<file path="src/rtl/cacc_slcg_pkg.sv">
// Shared types and default widths for the CACC second-level clock-gate controller.
package cacc_slcg_pkg;

   typedef enum logic [1:0] {
      ST_ACTIVE = 2'd0,
      ST_HOLD   = 2'd1,
      ST_GATED  = 2'd2
   } slcgState_e;

   localparam int DEF_HOLD_W      = 8;
   localparam int DEF_PERF_W      = 32;
   localparam int DEF_SYNC_STAGES = 2;

endpackage

</file>
<file path="src/rtl/cacc_sync_bit.sv">
// Multi-flop synchronizer for a single asynchronous level into the core clock domain.
module cacc_sync_bit
   import cacc_slcg_pkg::*;
#(
   parameter int SYNC_STAGES = DEF_SYNC_STAGES
) (
   input  logic clk_i,
   input  logic rst_i,
   input  logic d_i,
   output logic q_o
);

   logic [SYNC_STAGES-1:0] sync_q;

   always_ff @(posedge clk_i) begin
      if (rst_i) begin
         sync_q <= '0;
      end else begin
         sync_q <= {sync_q[SYNC_STAGES-2:0], d_i};
      end
   end

   assign q_o = sync_q[SYNC_STAGES-1];

endmodule

</file>
<file path="src/rtl/cacc_slcg_ctrl.sv">
// CACC clock-gate enable controller: activity FSM with hold-off, override
// synchronization and a saturating gated-cycle performance counter.
module cacc_slcg_ctrl
   import cacc_slcg_pkg::*;
#(
   parameter int HOLD_W      = DEF_HOLD_W,
   parameter int SYNC_STAGES = DEF_SYNC_STAGES,
   parameter int PERF_W      = DEF_PERF_W
) (
   input  logic              nvdla_core_clk,
   input  logic              nvdla_core_rst,
   input  logic              reg2dp_op_en,
   input  logic [HOLD_W-1:0] cfg_hold_cycles,
   input  logic              accu_busy,
   input  logic              dlv_busy,
   input  logic              csc_req_pend,
   input  logic              dla_clk_ovr_on,
   input  logic              global_clk_ovr_on,
   input  logic              tmc2slcg_disable_clock_gating,
   output logic              slcg_en_src_0,
   output logic              slcg_en_src_1,
   output logic              dla_clk_ovr_on_sync,
   output logic              global_clk_ovr_on_sync,
   output logic              slcg_gated,
   output logic [PERF_W-1:0] dp2reg_gated_cycles
);

   slcgState_e        state_q, state_d;
   logic [HOLD_W-1:0] holdCnt_q, holdCnt_d;
   logic              en0_q, en0_d;
   logic              en1_q, en1_d;
   logic              gated_q;
   logic              opEnDly_q;
   logic [PERF_W-1:0] perf_q, perf_d;
   logic              act;
   logic              ovr;

   cacc_sync_bit #(.SYNC_STAGES(SYNC_STAGES)) uDlaSync (
      .clk_i (nvdla_core_clk),
      .rst_i (nvdla_core_rst),
      .d_i   (dla_clk_ovr_on),
      .q_o   (dla_clk_ovr_on_sync)
   );

   cacc_sync_bit #(.SYNC_STAGES(SYNC_STAGES)) uGlobalSync (
      .clk_i (nvdla_core_clk),
      .rst_i (nvdla_core_rst),
      .d_i   (global_clk_ovr_on),
      .q_o   (global_clk_ovr_on_sync)
   );

   assign act = accu_busy | dlv_busy | csc_req_pend;
   assign ovr = dla_clk_ovr_on_sync | global_clk_ovr_on_sync | tmc2slcg_disable_clock_gating;

   // Activity always wins over hold expiry; override only affects the enables.
   always_comb begin
      state_d   = state_q;
      holdCnt_d = holdCnt_q;
      unique case (state_q)
         ST_ACTIVE: begin
            if (!act) begin
               if (cfg_hold_cycles != '0) begin
                  state_d   = ST_HOLD;
                  holdCnt_d = cfg_hold_cycles - HOLD_W'(1);
               end else begin
                  state_d = ST_GATED;
               end
            end
         end
         ST_HOLD: begin
            if (act) begin
               state_d = ST_ACTIVE;
            end else if (holdCnt_q == '0) begin
               state_d = ST_GATED;
            end else begin
               holdCnt_d = holdCnt_q - HOLD_W'(1);
            end
         end
         ST_GATED: begin
            if (act) begin
               state_d = ST_ACTIVE;
            end
         end
         default: begin
            state_d = ST_HOLD;
         end
      endcase
      en1_d = (state_d != ST_GATED) | ovr;
      en0_d = reg2dp_op_en | ovr | act;
   end

   // A fresh layer enable restarts the count even while gated.
   always_comb begin
      perf_d = perf_q;
      if (reg2dp_op_en && !opEnDly_q) begin
         perf_d = '0;
      end else if (gated_q && (perf_q != '1)) begin
         perf_d = perf_q + PERF_W'(1);
      end
   end

   always_ff @(posedge nvdla_core_clk) begin
      if (nvdla_core_rst) begin
         state_q   <= ST_HOLD;
         holdCnt_q <= '1;
         en0_q     <= 1'b1;
         en1_q     <= 1'b1;
         gated_q   <= 1'b0;
         opEnDly_q <= 1'b0;
         perf_q    <= '0;
      end else begin
         state_q   <= state_d;
         holdCnt_q <= holdCnt_d;
         en0_q     <= en0_d;
         en1_q     <= en1_d;
         gated_q   <= (state_d == ST_GATED);
         opEnDly_q <= reg2dp_op_en;
         perf_q    <= perf_d;
      end
   end

   assign slcg_en_src_0       = en0_q;
   assign slcg_en_src_1       = en1_q;
   assign slcg_gated          = gated_q;
   assign dp2reg_gated_cycles = perf_q;

endmodule

</file>
<file path="config.mk">
export PLATFORM = sky130hd
export DESIGN_NAME = cacc_slcg_ctrl
export DESIGN_NICKNAME = d
export VERILOG_FILES = /design/src/rtl/cacc_slcg_pkg.sv /design/src/rtl/cacc_sync_bit.sv /design/src/rtl/cacc_slcg_ctrl.sv
export SDC_FILE = /design/constraint.sdc
export NUM_CORES = 1
export LEC_CHECK = 0
export ABC_AREA = 1
export CAP_MARGIN = 5
export CELL_PAD_IN_SITES_DETAIL_PLACEMENT = 0
export CELL_PAD_IN_SITES_GLOBAL_PLACEMENT = 1
export CORE_ASPECT_RATIO = 1.25
export CORE_MARGIN = 10
export CORE_UTILIZATION = 25
export CTS_CLUSTER_DIAMETER = 30
export CTS_CLUSTER_SIZE = 14
export DETAILED_ROUTE_END_ITERATION = 7
export GPL_TIMING_DRIVEN = 0
export PLACE_DENSITY_LB_ADDON = 0.15
export SETUP_SLACK_MARGIN = 0.02
export SLEW_MARGIN = 25
export SYNTH_ARGS = -nofsm -noshare
export SYNTH_HDL_FRONTEND = slang
export SYNTH_SLANG_ARGS = --single-unit
</file>
<file path="constraint.sdc">
create_clock -name nvdla_core_clk -period 2.2 [get_ports nvdla_core_clk]
set_clock_uncertainty 0.05 [all_clocks]
set_input_delay 0.44 -clock nvdla_core_clk [delete_from_list [all_inputs] [get_ports nvdla_core_clk]]
set_output_delay 0.44 -clock nvdla_core_clk [all_outputs]
set_load 0.1 [all_outputs]
</file>
Word level (Yosys, flattened, before mapping). Cells that the tools add are included.

Add/sub/neg operators: 3. Eq/ne operators: 9. Multiplexer cells: 11. Bitwise operators: 7. Reductions and logical operators: 9.

Operators by type and width (number): adder 32 x 1 -> 32 bit, second input constant (1); two-way mux 8 bit (4); inequality test 32 bit, second input constant (1); one-hot mux 8 bit (2 select lines) (1); subtractor 8 x 1 -> 8 bit, second input constant (2); two-way mux 2 bit (5); inequality test 2 bit, second input constant (5); logical NOT 8 bit (1); nonzero test 8 bit (1); OR 1 bit (7); one-hot mux 2 bit (3 select lines) (1); AND reduction 5 bit (1); == test 2 bit, second input constant (2); == test 2 x 1 -> 1 bit, second input constant (1); logical AND 1 bit (2); logical NOT 2 bit (1); nonzero test 2 bit (1); OR reduction 2 bit (1); logical NOT 1 bit (1).

Register bits after elaboration: 50. Input bits: 17. Output and inout bits: 37. Word-level logic and storage cells: 48.

Depth between registers and ports, before layout. Gate-level depths: netlist (run 1).

Depth after elaboration: 6. Gate-level depth with buffers: 12.

By module. From an unflattened synthesis (run 1), not the netlist that was laid out.

Cell total of the unflattened synthesis: 488. Area, all modules: 3116.7 µm².

By module, submodules not included: cacc_slcg_ctrl (instances 1, cells an instance 476, area an instance 3006.6 µm², sequential area each 920.9 µm²); cacc_sync_bit (instances 2, cells an instance 6, area an instance 55.1 µm², sequential area each 40.0 µm²).

Worst setup path after synthesis (run 1). No wires, ideal clock.

Path type: register to register. From: reg perf_q[1] (netlist: dp2reg_gated_cycles[1]). To: reg perf_q[18] (netlist: dp2reg_gated_cycles[18]). Library setup time: 0.071 ns. Data arrival time: 2.435 ns. Required time: 2.079 ns. Setup slack: -0.356 ns. Stages on the path, launching flop included: 12. Clock period less this slack: 2.556 ns. Cell sequence: dfxtp_1 > ha_1 > inv_2 > nor2_4 > nand2_4 > nor2_8 > nand2_4 > nand2_4 > buf_8 > buf_12 > nand2_1 > a21oi_2.

Longest elaborated chain between the ends: 2. Elaborated cells between the ends (all ways): 3. Classes of those cells: add/sub (1); eq/ne (1); reduce/logical (1).

RTL lines: start: declaration (line cacc_slcg_ctrl.sv:34) `logic [PERF_W-1:0] perf_q, perf_d;`; start signal: assignment (line cacc_slcg_ctrl.sv:118) `perf_q <= perf_d;`; branches (longest 2 deep; another with adder 32 x 1 -> 32 bit).

Parallel ways; which one is timed is not known. A chain may end at the register's enable or synchronous reset.

Worst setup path in the final report (run 1).
From: reg perf_q[22] (netlist: dp2reg_gated_cycles[22]). To: out dp2reg_gated_cycles[22].

RTL lines: end: declaration (line cacc_slcg_ctrl.sv:25) `output logic [PERF_W-1:0] dp2reg_gated_cycles`.

No word-level cell between the ends.

==> reports/qor.csv, run 1 <==
metric,value,unit
"delay-heaviest family, CP",buffers and inverters,
outcome,completed,
PnR worst setup slack,0.0831,ns
CTS H-tree lvls,2,
final hold vios,0,
post-route setup TNS,0,ns
Post-synth ARST share,0,
Peak VDD IR,336,µV
via-per-instance ratio,4.29,
Post-Syn Nets,492,
PwrDens,519,nW/µm²
Crit. End Element,output port,
WS Path Type,reg2out,
Yosys reg bits,50,
NetSw,0.489,mW
Place WS,-0.325,ns
number of cells on the critical path,1,
CP Capture Point,dp2reg_gated_cycles[22],
Mapped Area,2970,µm²
Synth Flop Type,dfxtp_1,
Least-Margin Pin Slew,0.969,ns
Die H,142,µm
DRC viols,0,
vias in the first global route,3047,
switching portion of total power,0.243,
post-synthesis cell type count,29,
fin crit share,0.962,
internal power,1.52,mW
clock transition at the registers of the reported paths,0.07,ns
First-pass DRT Iterations,4,
combinational fraction of design power,0.078,
number of DRC markers in iteration 0,142,
Pleak,1.58,nW
FF-to-FF Start,dp2reg_gated_cycles[0],
fin nets,552,
total power,2.01,mW
"most common cell after layout, fill and taps aside",nand2_1,
layout cells sized above 1,0.131,
cell total after placement,687,
"Hold-fix buffers, CTS",0,
Max-Cap Viols,0,
Startpoint Class,register,
largest net degree at the start of global routing,18,
most frequent cells in the layout,"173 x nand2_1, 80 x nor2_1, 43 x inv_1, 36 x dlygate4sd2_1, 28 x dfxtp_2",
Post-Synthesis Cells,473,
Diodes inserted,0,
Layout area overhead,30.3,%
first-pass GRT wire length,15400,µm
root buffer selected by CTS,clkbuf_16,
WP data required,1.71,ns
cells on worst reg2reg path,11,
post-route insts no fill,695,
sequential share of power,0.462,
gr usage total,0.114,
initial antenna violation count,0,
total clock sinks,50,
die width,118,µm
CTS tree,built,
crit-path max cell delay,0.89,ns
Hold Crit Class,reg2reg,
# setup viols final,0,
RSZ-0062 raised after global routing,no,
Congestion Overflow GR,0,
cts bufs inserted,5,
synth warn,0,
Vias,2985,
Die ar.,16700,µm²
initial core utilization,0.256,
antenna-violating nets left,0,
fmax,472,MHz
Setup Buffers After CTS,0,
row cnt,44,
Top Ports,54,
final WL,9280,µm
Clock Path Buffers,2,
Detail Placement HPWL,7460,µm
arrival time at the worst endpoint,1.63,ns
Slew HR,0.356,
port buffer count,53,
Pins Over Slew Limit,0,
largest fanout on the critical path,5,
drt wl/cell,13.4,µm
slowest CP cell,dlygate4sd2_1,
reg-to-reg critical path endpoint,dp2reg_gated_cycles[23],
gpl congestion,0.819,
syn_area_per_cell,6.29,µm²
sequential share of the synthesized area,0.337,
worst skew pair latency,0.30,ns
r2r setup slk,0.23,ns
Core Footprint,11600,µm²
crit path time final,2.12,ns
cells along the critical path,dlygate4sd2_1,
CP Buf/Inv Count,1,
Post-synth EDFFs,0,
clock share of power,0.460,
Critical Path Source,dp2reg_gated_cycles[22],
[sequential cells by signal (all words and copies together), names as in the netlist, 2 cells and up]
name,flops
dp2reg_gated_cycles,32
holdCnt_q,8
state_q,2
uDlaSync.sync_q,2
uGlobalSync.sync_q,2
[per-stage QoR]
| step | area [µm²] | util | hold WS (ns) |
|---|---|---|---|
| finish | 3870 | 0.333 | 0.358 |
| global route | 3870 | 0.333 | 0.376 |
| CTS | 3870 | 0.333 | 0.363 |
| detailed placement | 3740 | 0.322 | 0.350 |
| global placement | 3740 | 0.322 | 0.344 |
| floorplan | 3010 | - | 0.338 |
[Yosys cell counts (4+ instances only)]
cell type	number	area share
o21ai_0	11	0.019
nor2_1	81	0.10
nand3_1	21	0.035
inv_1	43	0.054
nand4_1	10	0.021
clkbuf_1	4	0.0050
xor2_1	11	0.032
xnor2_1	6	0.018
dfxtp_1	50	0.34
nand2_2	4	0.0084
nand2_1	173	0.22
a21oi_2	10	0.029
a21oi_1	20	0.034
[worst min path at each step]
stage / start / end / slack (ns) / cells after the start
5_1_grt: uGlobalSync.sync_q[0] / uGlobalSync.sync_q[1] / 0.38 / 2
2_1_floorplan: uDlaSync.sync_q[0] / uDlaSync.sync_q[1] / 0.34 / 2
3_5_place_dp: uDlaSync.sync_q[0] / uDlaSync.sync_q[1] / 0.35 / 2
3_3_place_gp: uGlobalSync.sync_q[0] / uGlobalSync.sync_q[1] / 0.34 / 2
4_1_cts: uDlaSync.sync_q[0] / uDlaSync.sync_q[1] / 0.36 / 2
6_report: uDlaSync.sync_q[0] / uDlaSync.sync_q[1] / 0.36 / 2
[repair_timing]
item,4_1_cts,5_1_grt
gates cloned,0,0
endpoints found under the setup margin,38,3
pin swaps,0,0
hold endpoints to repair,0,0
gates resized for setup,40,3
[final cells by class]
cell class / count / area (µm²)
Tap cell: 161 / 201
Multi-Input combinational cell: 368 / 1730
Timing Repair Buffer: 53 / 487
Clock buffer: 5 / 125
Clock inverter: 3 / 47.5
Buffer: 10 / 73.8
Fill cell: 1287 / 7740
Inverter: 45 / 169
Sequential cell: 50 / 1040
[per-layer routing]
layer,GRT usage,part of all wire
met2,0.217,0.52
met1,0.117,0.41
met4,0.0502,0.025
met5,0,0
met3,0.0258,0.036
[cell families after synthesis]
| family | synth area share |
|---|---|
| simple gates | 0.430 |
| buf+inv | 0.0812 |
| flops | 0.337 |
| compound gates | 0.0934 |
| xor+xnor | 0.0501 |
| fa+ha+maj | 0.00842 |
[power groups by stage]
stage               logic [mW]  registers [mW]  clock network, mW
global placement         0.159           0.949                  0
finish                   0.157           0.928              0.924
global route             0.178           0.930              0.994
floorplan               0.0818           0.962                  0
CTS                      0.159           0.928              0.966
detailed placement       0.161           0.949                  0
Power figures use the tool's default switching activity.
==> inputs of run 2 (changes only) <==
Settings changed: CORE_ASPECT_RATIO 1.25 to 1.1, PLACE_DENSITY_LB_ADDON 0.15 to 0.08.
==> run 2 against run 1 <==
  * Worst setup slack better by 0.0069 ns
  * Critical path depth is the same
  * Via count increased by 1.0%
  * Critical path type unchanged
  * Largest cell class unchanged
  * Highest routed layer unchanged
==> reports/qor.csv, run 2 (synthesized netlist as in run 1, its figures left out) <==
metric,value,unit,change
cells along the critical path,clkdlybuf4s15_1,,
Critical Path Source,dp2reg_gated_cycles[31],,
Startpoint Class,register,,
fin nets,552,,unchanged
Hold Crit Class,reg2reg,,
number of DRC markers in iteration 0,149,,+4.9%
Slew HR,0.350,,-0.00631
layout cells sized above 1,0.129,,-0.00187
crit path time final,2.11,ns,-0.00686 ns
cells on worst reg2reg path,11,,unchanged
cts bufs inserted,5,,unchanged
vias in the first global route,3039,,-0.26%
sequential share of power,0.495,,+0.033
WP data required,1.71,ns,about the same
FF-to-FF Start,dp2reg_gated_cycles[1],,
antenna-violating nets left,0,,unchanged
WS Path Type,reg2out,,
slowest CP cell,clkdlybuf4s15_1,,
Die H,134,µm,-5.3%
most frequent cells in the layout,"173 x nand2_1, 81 x nor2_1, 43 x inv_1, 35 x dlygate4sd2_1, 28 x dfxtp_2",,
die width,124,µm,+5.5%
RSZ-0062 raised after global routing,no,,
initial antenna violation count,0,,unchanged
Congestion Overflow GR,0,,unchanged
total clock sinks,50,,unchanged
largest fanout on the critical path,5,,unchanged
post-route insts no fill,684,,-1.6%
Setup Buffers After CTS,0,,unchanged
worst skew pair latency,0.29,ns,about the same
fillcell total,1306,,+1.5%
root buffer selected by CTS,clkbuf_16,,
combinational fraction of design power,0.083,,+0.005
Hold Path Cell Cnt,2,,unchanged
clock transition at the registers of the reported paths,0.07,ns,about the same
Detail Placement HPWL,7600,µm,+1.9%
"delay-heaviest family, CP",buffers and inverters,,
CP Buf/Inv Count,1,,unchanged
Clock Path Buffers,2,,unchanged
Pleak,1.57,nW,-1.1%
Diodes inserted,0,,unchanged
largest net degree at the start of global routing,17,,-1
post-route setup TNS,0,ns,unchanged
hold_sp,uGlobalSync.sync_q[0],,
r2r setup slk,0.21,ns,-0.02 ns
clock share of power,0.422,,-0.038
Least-Margin Pin Slew,0.979,ns,+0.00950 ns
PwrDens,489,nW/µm²,-5.7%
first-pass GRT wire length,15400,µm,about the same
max FFs per register,32,,unchanged
internal power,1.40,mW,-8.0%
Min Hold Slack,0.355,ns,-0.00303 ns
NetSw,0.475,mW,-2.9%
PostCTS Resize Cnt,39,,-2.5%
Pins Over Slew Limit,0,,unchanged
CTS H-tree lvls,2,,unchanged
outcome,completed,,
Vias,3015,,+1.0%
Die ar.,16700,µm²,-0.14%
Peak VDD IR,275,µV,-18%
switching portion of total power,0.253,,+0.0101
Layout area overhead,28.9,%,
CTS tree,built,,
reg-to-reg critical path endpoint,dp2reg_gated_cycles[19],,
cell total after placement,676,,-1.6%
final hold vios,0,,unchanged
Crit. End Element,output port,,
Max-Cap Viols,0,,unchanged
via-per-instance ratio,4.41,,+2.6%
First-pass DRT Iterations,4,,unchanged
Core Footprint,11500,µm²,-0.64%
"most common cell after layout, fill and taps aside",nand2_1,,
arrival time at the worst endpoint,1.62,ns,about the same
initial core utilization,0.258,,+0.00164
gr usage total,0.115,,+0.00103
row cnt,41,,-6.8%
final WL,9290,µm,about the same
crit-path max cell delay,0.87,ns,-0.02 ns
drt wl/cell,13.6,µm,+1.7%
Hold Path Sink,uGlobalSync.sync_q[1],,
fin crit share,0.959,,-0.00312
"Hold-fix buffers, CTS",0,,unchanged
DRC viols,0,,unchanged
gpl congestion,0.759,,-7.3%
Top Ports,54,,unchanged
fmax,474,MHz,+0.32%
port buffer count,53,,unchanged
# setup viols final,0,,unchanged
"Core Util, Final",0.332,,-0.00145
run 2: layout make-up:
| class | instances | area (µm²) | area share |
|---|---|---|---|
| Multi-Input combinational cell | 368 | 1730 | 0.452 |
| Sequential cell | 50 | 1040 | 0.270 |
| Timing Repair Buffer | 53 | 488 | 0.127 |
| Tap cell | 150 | 188 | 0.0490 |
| Inverter | 45 | 169 | 0.0441 |
| Clock buffer | 5 | 125 | 0.0327 |
| Buffer | 10 | 73.8 | 0.0193 |
| Clock inverter | 3 | 21.3 | 0.00555 |
run 2: stage by stage:
| stage | worst slack (ns) | instance area, µm² | power [mW] |
|---|---|---|---|
| after floorplan | 0.0214 | 3010 | 1.04 |
| after global placement | -0.281 | 3730 | 1.11 |
| after detailed placement | -0.278 | 3730 | 1.11 |
| after CTS | 0.0276 | 3830 | 1.91 |
| after global routing | 0.0332 | 3830 | 1.97 |
| final | 0.0899 | 3830 | 1.87 |
run 2: routing by layer:
metal,vias to the layer above,GRT usage,wire [µm]
met5,-,0,0
met4,0,0.0250,65
met3,7,0.0227,361
met2,46,0.217,5000
met1,1359,0.128,3860
li1,1603,-,-
run 2: power groups by stage:
stage / sequential (mW) / combinational [mW] / clock (mW)
6_report: 0.927 / 0.155 / 0.791
5_1_grt: 0.929 / 0.179 / 0.864
4_1_cts: 0.927 / 0.158 / 0.830
3_5_place_dp: 0.949 / 0.159 / 0
3_3_place_gp: 0.949 / 0.158 / 0
2_1_floorplan: 0.962 / 0.0818 / 0
run 2: how the worst max path moves through the flow:
stage                                   end  slack (ns)  depth (start not counted)
detailed placement  dp2reg_gated_cycles[24]       -0.28                          5
global placement    dp2reg_gated_cycles[24]       -0.28                          5
finish              dp2reg_gated_cycles[31]        0.09                          1
CTS                 dp2reg_gated_cycles[24]        0.03                          5
floorplan           dp2reg_gated_cycles[18]        0.02                         11
global route        dp2reg_gated_cycles[25]        0.03                          9
==> inputs of run 3 (changes only) <==
Settings changed: ABC_AREA 1 to not set, CORE_ASPECT_RATIO 1.1 to not set.
==> run 3 against run 2 <==
  * Sequential power decreased by 0.8%
  * Cell count is 23% lower
  * Die area shrank 7.1%
  * Critical path depth unchanged
  * Worst setup slack worse by 0.022 ns
  * Combinational power is 19% higher
  * Highest routed layer unchanged
  * Flip-flop and latch count stayed put
  * Global-route usage decreased by 0.71 points
  * Clock-buffer cell count increased by 2
  * Clock power decreased by 18%
==> reports/qor.csv, run 3 <==
metric,value,unit,change
via-per-instance ratio,5.18,,+17%
switching portion of total power,0.268,,+0.0144
internal power,1.28,mW,-8.4%
Pleak,1.37,nW,-13%
Synth Flop Type,dfxtp_1,,
CP Buf/Inv Count,1,,unchanged
syn_area_per_cell,8.49,µm²,+35%
port buffer count,53,,unchanged
post-synth top area share,0.367,,+0.0308
Least-Margin Pin Slew,0.982,ns,+0.00314 ns
PnR worst setup slack,0.0684,ns,-0.0215 ns
Min Hold Slack,0.397,ns,+0.0419 ns
CTS tree,built,,
fin crit share,0.969,,+0.00978
WP data required,1.71,ns,about the same
Top Ports,54,,unchanged
largest fanout on the critical path,7,,+2
post-route setup TNS,0,ns,unchanged
Clock Path Buffers,2,,unchanged
Placed Area,3480,µm²,-6.5%
FF-to-FF Start,dp2reg_gated_cycles[2],,
Slew HR,0.348,,-0.00209
first-pass GRT wire length,14100,µm,-8.4%
RSZ-0062 raised after global routing,yes,,
combinational fraction of design power,0.105,,+0.022
Congestion Overflow GR,0,,unchanged
sequential share of power,0.526,,+0.031
crit path time final,2.13,ns,+0.0215 ns
total clock sinks,50,,unchanged
Pins Over Slew Limit,0,,unchanged
cell total after placement,514,,-24%
wl on met1,4080,µm,+5.6%
Core Footprint,10700,µm²,-6.9%
Startpoint Class,register,,
most frequent cells after synthesis,"50 x dfxtp_1, 28 x a21oi_1, 22 x nand2_1",,
Place WS,-0.619,ns,-0.341 ns
Max-Cap Viols,0,,unchanged
r2r setup slk,0.10,ns,-0.11 ns
drt wl/cell,16.4,µm,+21%
met3 WL post-DR,418,µm,+16%
root buffer selected by CTS,clkbuf_8,,
Vias,2734,,-9.3%
WS Path Type,reg2out,,
Diodes inserted,0,,unchanged
fmax,469,MHz,-1.0%
number of cells on the critical path,1,,unchanged
gpl congestion,0.784,,+3.2%
PwrDens,477,nW/µm²,-2.4%
arrival time at the worst endpoint,1.64,ns,+0.02 ns
DR top layer,met4,,
"delay-heaviest family, CP",buffers and inverters,,
Layout area overhead,34.5,%,
NetSw,0.469,mW,-1.3%
slowest CP cell,dlygate4sd2_1,,
cts bufs inserted,5,,unchanged
Mapped Area,2720,µm²,-8.4%
clock share of power,0.369,,-0.053
Post-synth ARST share,0,,unchanged
final WL,8670,µm,-6.6%
Hold Crit Class,reg2reg,,
Synth area leader,dfxtp_1,,
die width,124,µm,+0.33%
cells along the critical path,dlygate4sd2_1,,
initial antenna violation count,0,,unchanged
Post-Synthesis Cells,321,,-32%
final hold vios,0,,unchanged
antenna-violating nets left,0,,unchanged
layout cells sized above 1,0.214,,+0.0847
crit-path max cell delay,0.88,ns,about the same
Crit. End Element,output port,,
Detail Placement HPWL,6420,µm,-15%
CTS H-tree lvls,2,,unchanged
most frequent cells in the layout,"40 x dlygate4sd2_1, 29 x dfxtp_2, 28 x a21oi_1, 21 x nor2_1, 21 x nand2_1",,
fin area,3660,µm²,-4.3%
number of DRC markers in iteration 0,128,,-14%
"count leader, synth",dfxtp_1,,
post-route insts no fill,528,,-23%
max FFs per register,32,,unchanged
met2 wire length,4000,µm,-20%
First-pass DRT Iterations,4,,unchanged
vias in the first global route,2604,,-14%
initial core utilization,0.253,,-0.00407
largest net degree at the start of global routing,16,,-1
reg-to-reg critical path endpoint,dp2reg_gated_cycles[21],,
Yosys reg bits,50,,unchanged
"Hold-fix buffers, CTS",0,,unchanged
Die ar.,15500,µm²,-7.1%
fin nets,406,,-26%
sequential share of the synthesized area,0.367,,+0.0308
DRC viols,0,,unchanged
cells on worst reg2reg path,5,,-6
clock transition at the registers of the reported paths,0.10,ns,+0.03 ns
row cnt,38,,-7.3%
Die H,124,µm,-7.4%
Peak VDD IR,297,µV,+8.3%
Post-synth EDFFs,0,,unchanged
synth warn,0,,unchanged
"most common cell after layout, fill and taps aside",dlygate4sd2_1,,
gr usage total,0.108,,-0.00708
post-synthesis cell type count,69,,+140%
Post-Syn Nets,340,,-31%
worst skew pair latency,0.31,ns,+0.02 ns
# setup viols final,0,,unchanged
outcome,completed,,
CP Capture Point,slcg_gated,,
Critical Path Source,slcg_gated,,
ranking of synthesized cells by area,"dfxtp_1 37%, a21oi_1 5.1%, o21ai_0 3.7%",,
-- run 3: cell count changes after synthesis, sizes merged, moves of 10 or more --
cell,delta
nor2,-65
o21ai,+10
or3,+16
inv,-39
nand2,-158
-- run 3: worst min path at each step --
stage | startpoint | endpoint | slack, ns | depth (start not counted)
detailed placement | uGlobalSync.sync_q[0] | uGlobalSync.sync_q[1] | 0.38 | 1
CTS | uDlaSync.sync_q[0] | uDlaSync.sync_q[1] | 0.40 | 1
global placement | uGlobalSync.sync_q[0] | uGlobalSync.sync_q[1] | 0.37 | 1
finish | uDlaSync.sync_q[0] | uDlaSync.sync_q[1] | 0.40 | 1
floorplan | uDlaSync.sync_q[0] | uDlaSync.sync_q[1] | 0.36 | 1
global route | uGlobalSync.sync_q[0] | uGlobalSync.sync_q[1] | 0.43 | 1
-- run 3: final cells by class --
type | instances | area, µm²
buffer | 11 | 78.8
clock buffer | 7 | 97.6
clock inverter | 1 | 7.51
fill | 1180 | 7080
inverter | 6 | 22.5
multi-input combinational | 253 | 1680
sequential | 50 | 1060
tap | 140 | 175
timing repair buffer | 60 | 547
-- run 3: what timing repair did --
| item | 4_1_cts | 5_1_grt |
|---|---|---|
| setup buffers | 4 | 3 |
| pin swaps | 3 | 3 |
| setup endpoints to repair | 50 | 33 |
| resized for setup | 48 | 16 |
-- run 3: logic make-up (layout without fill, tap and decap cells) --
group                      after synthesis  count (layout)  synth area share
DFF                                     50              50             0.367
AOI/OAI and AO/OA                       84              84             0.205
adders and majority gates                2               2           0.00919
buffers and inverters                   18              85            0.0372
muxes                                    9               9            0.0340
xor gates and xnor gates                 6               6            0.0193
and+or+nand+nor                        152             152             0.328
-- run 3: per-layer routing --
| layer | global-route usage | vias to the layer above |
|---|---|---|
| met5 | 0 | - |
| met4 | 0.0350 | 0 |
| met3 | 0.0281 | 10 |
| met2 | 0.172 | 59 |
| met1 | 0.139 | 1300 |
| li1 | - | 1365 |
-- run 3: power groups by stage --
stage	Combinational (mW)	Sequential (mW)	Clock, mW
after floorplan	0.0881	0.952	0
after global placement	0.177	0.940	0
after detailed placement	0.177	0.940	0
after CTS	0.183	0.919	0.660
after global routing	0.202	0.922	0.701
final	0.185	0.920	0.646
-- run 3: through the flow --
step	util	total power [mW]
after floorplan	-	1.04
after global placement	0.324	1.12
after detailed placement	0.324	1.12
after CTS	0.334	1.76
after global routing	0.341	1.83
final	0.341	1.75
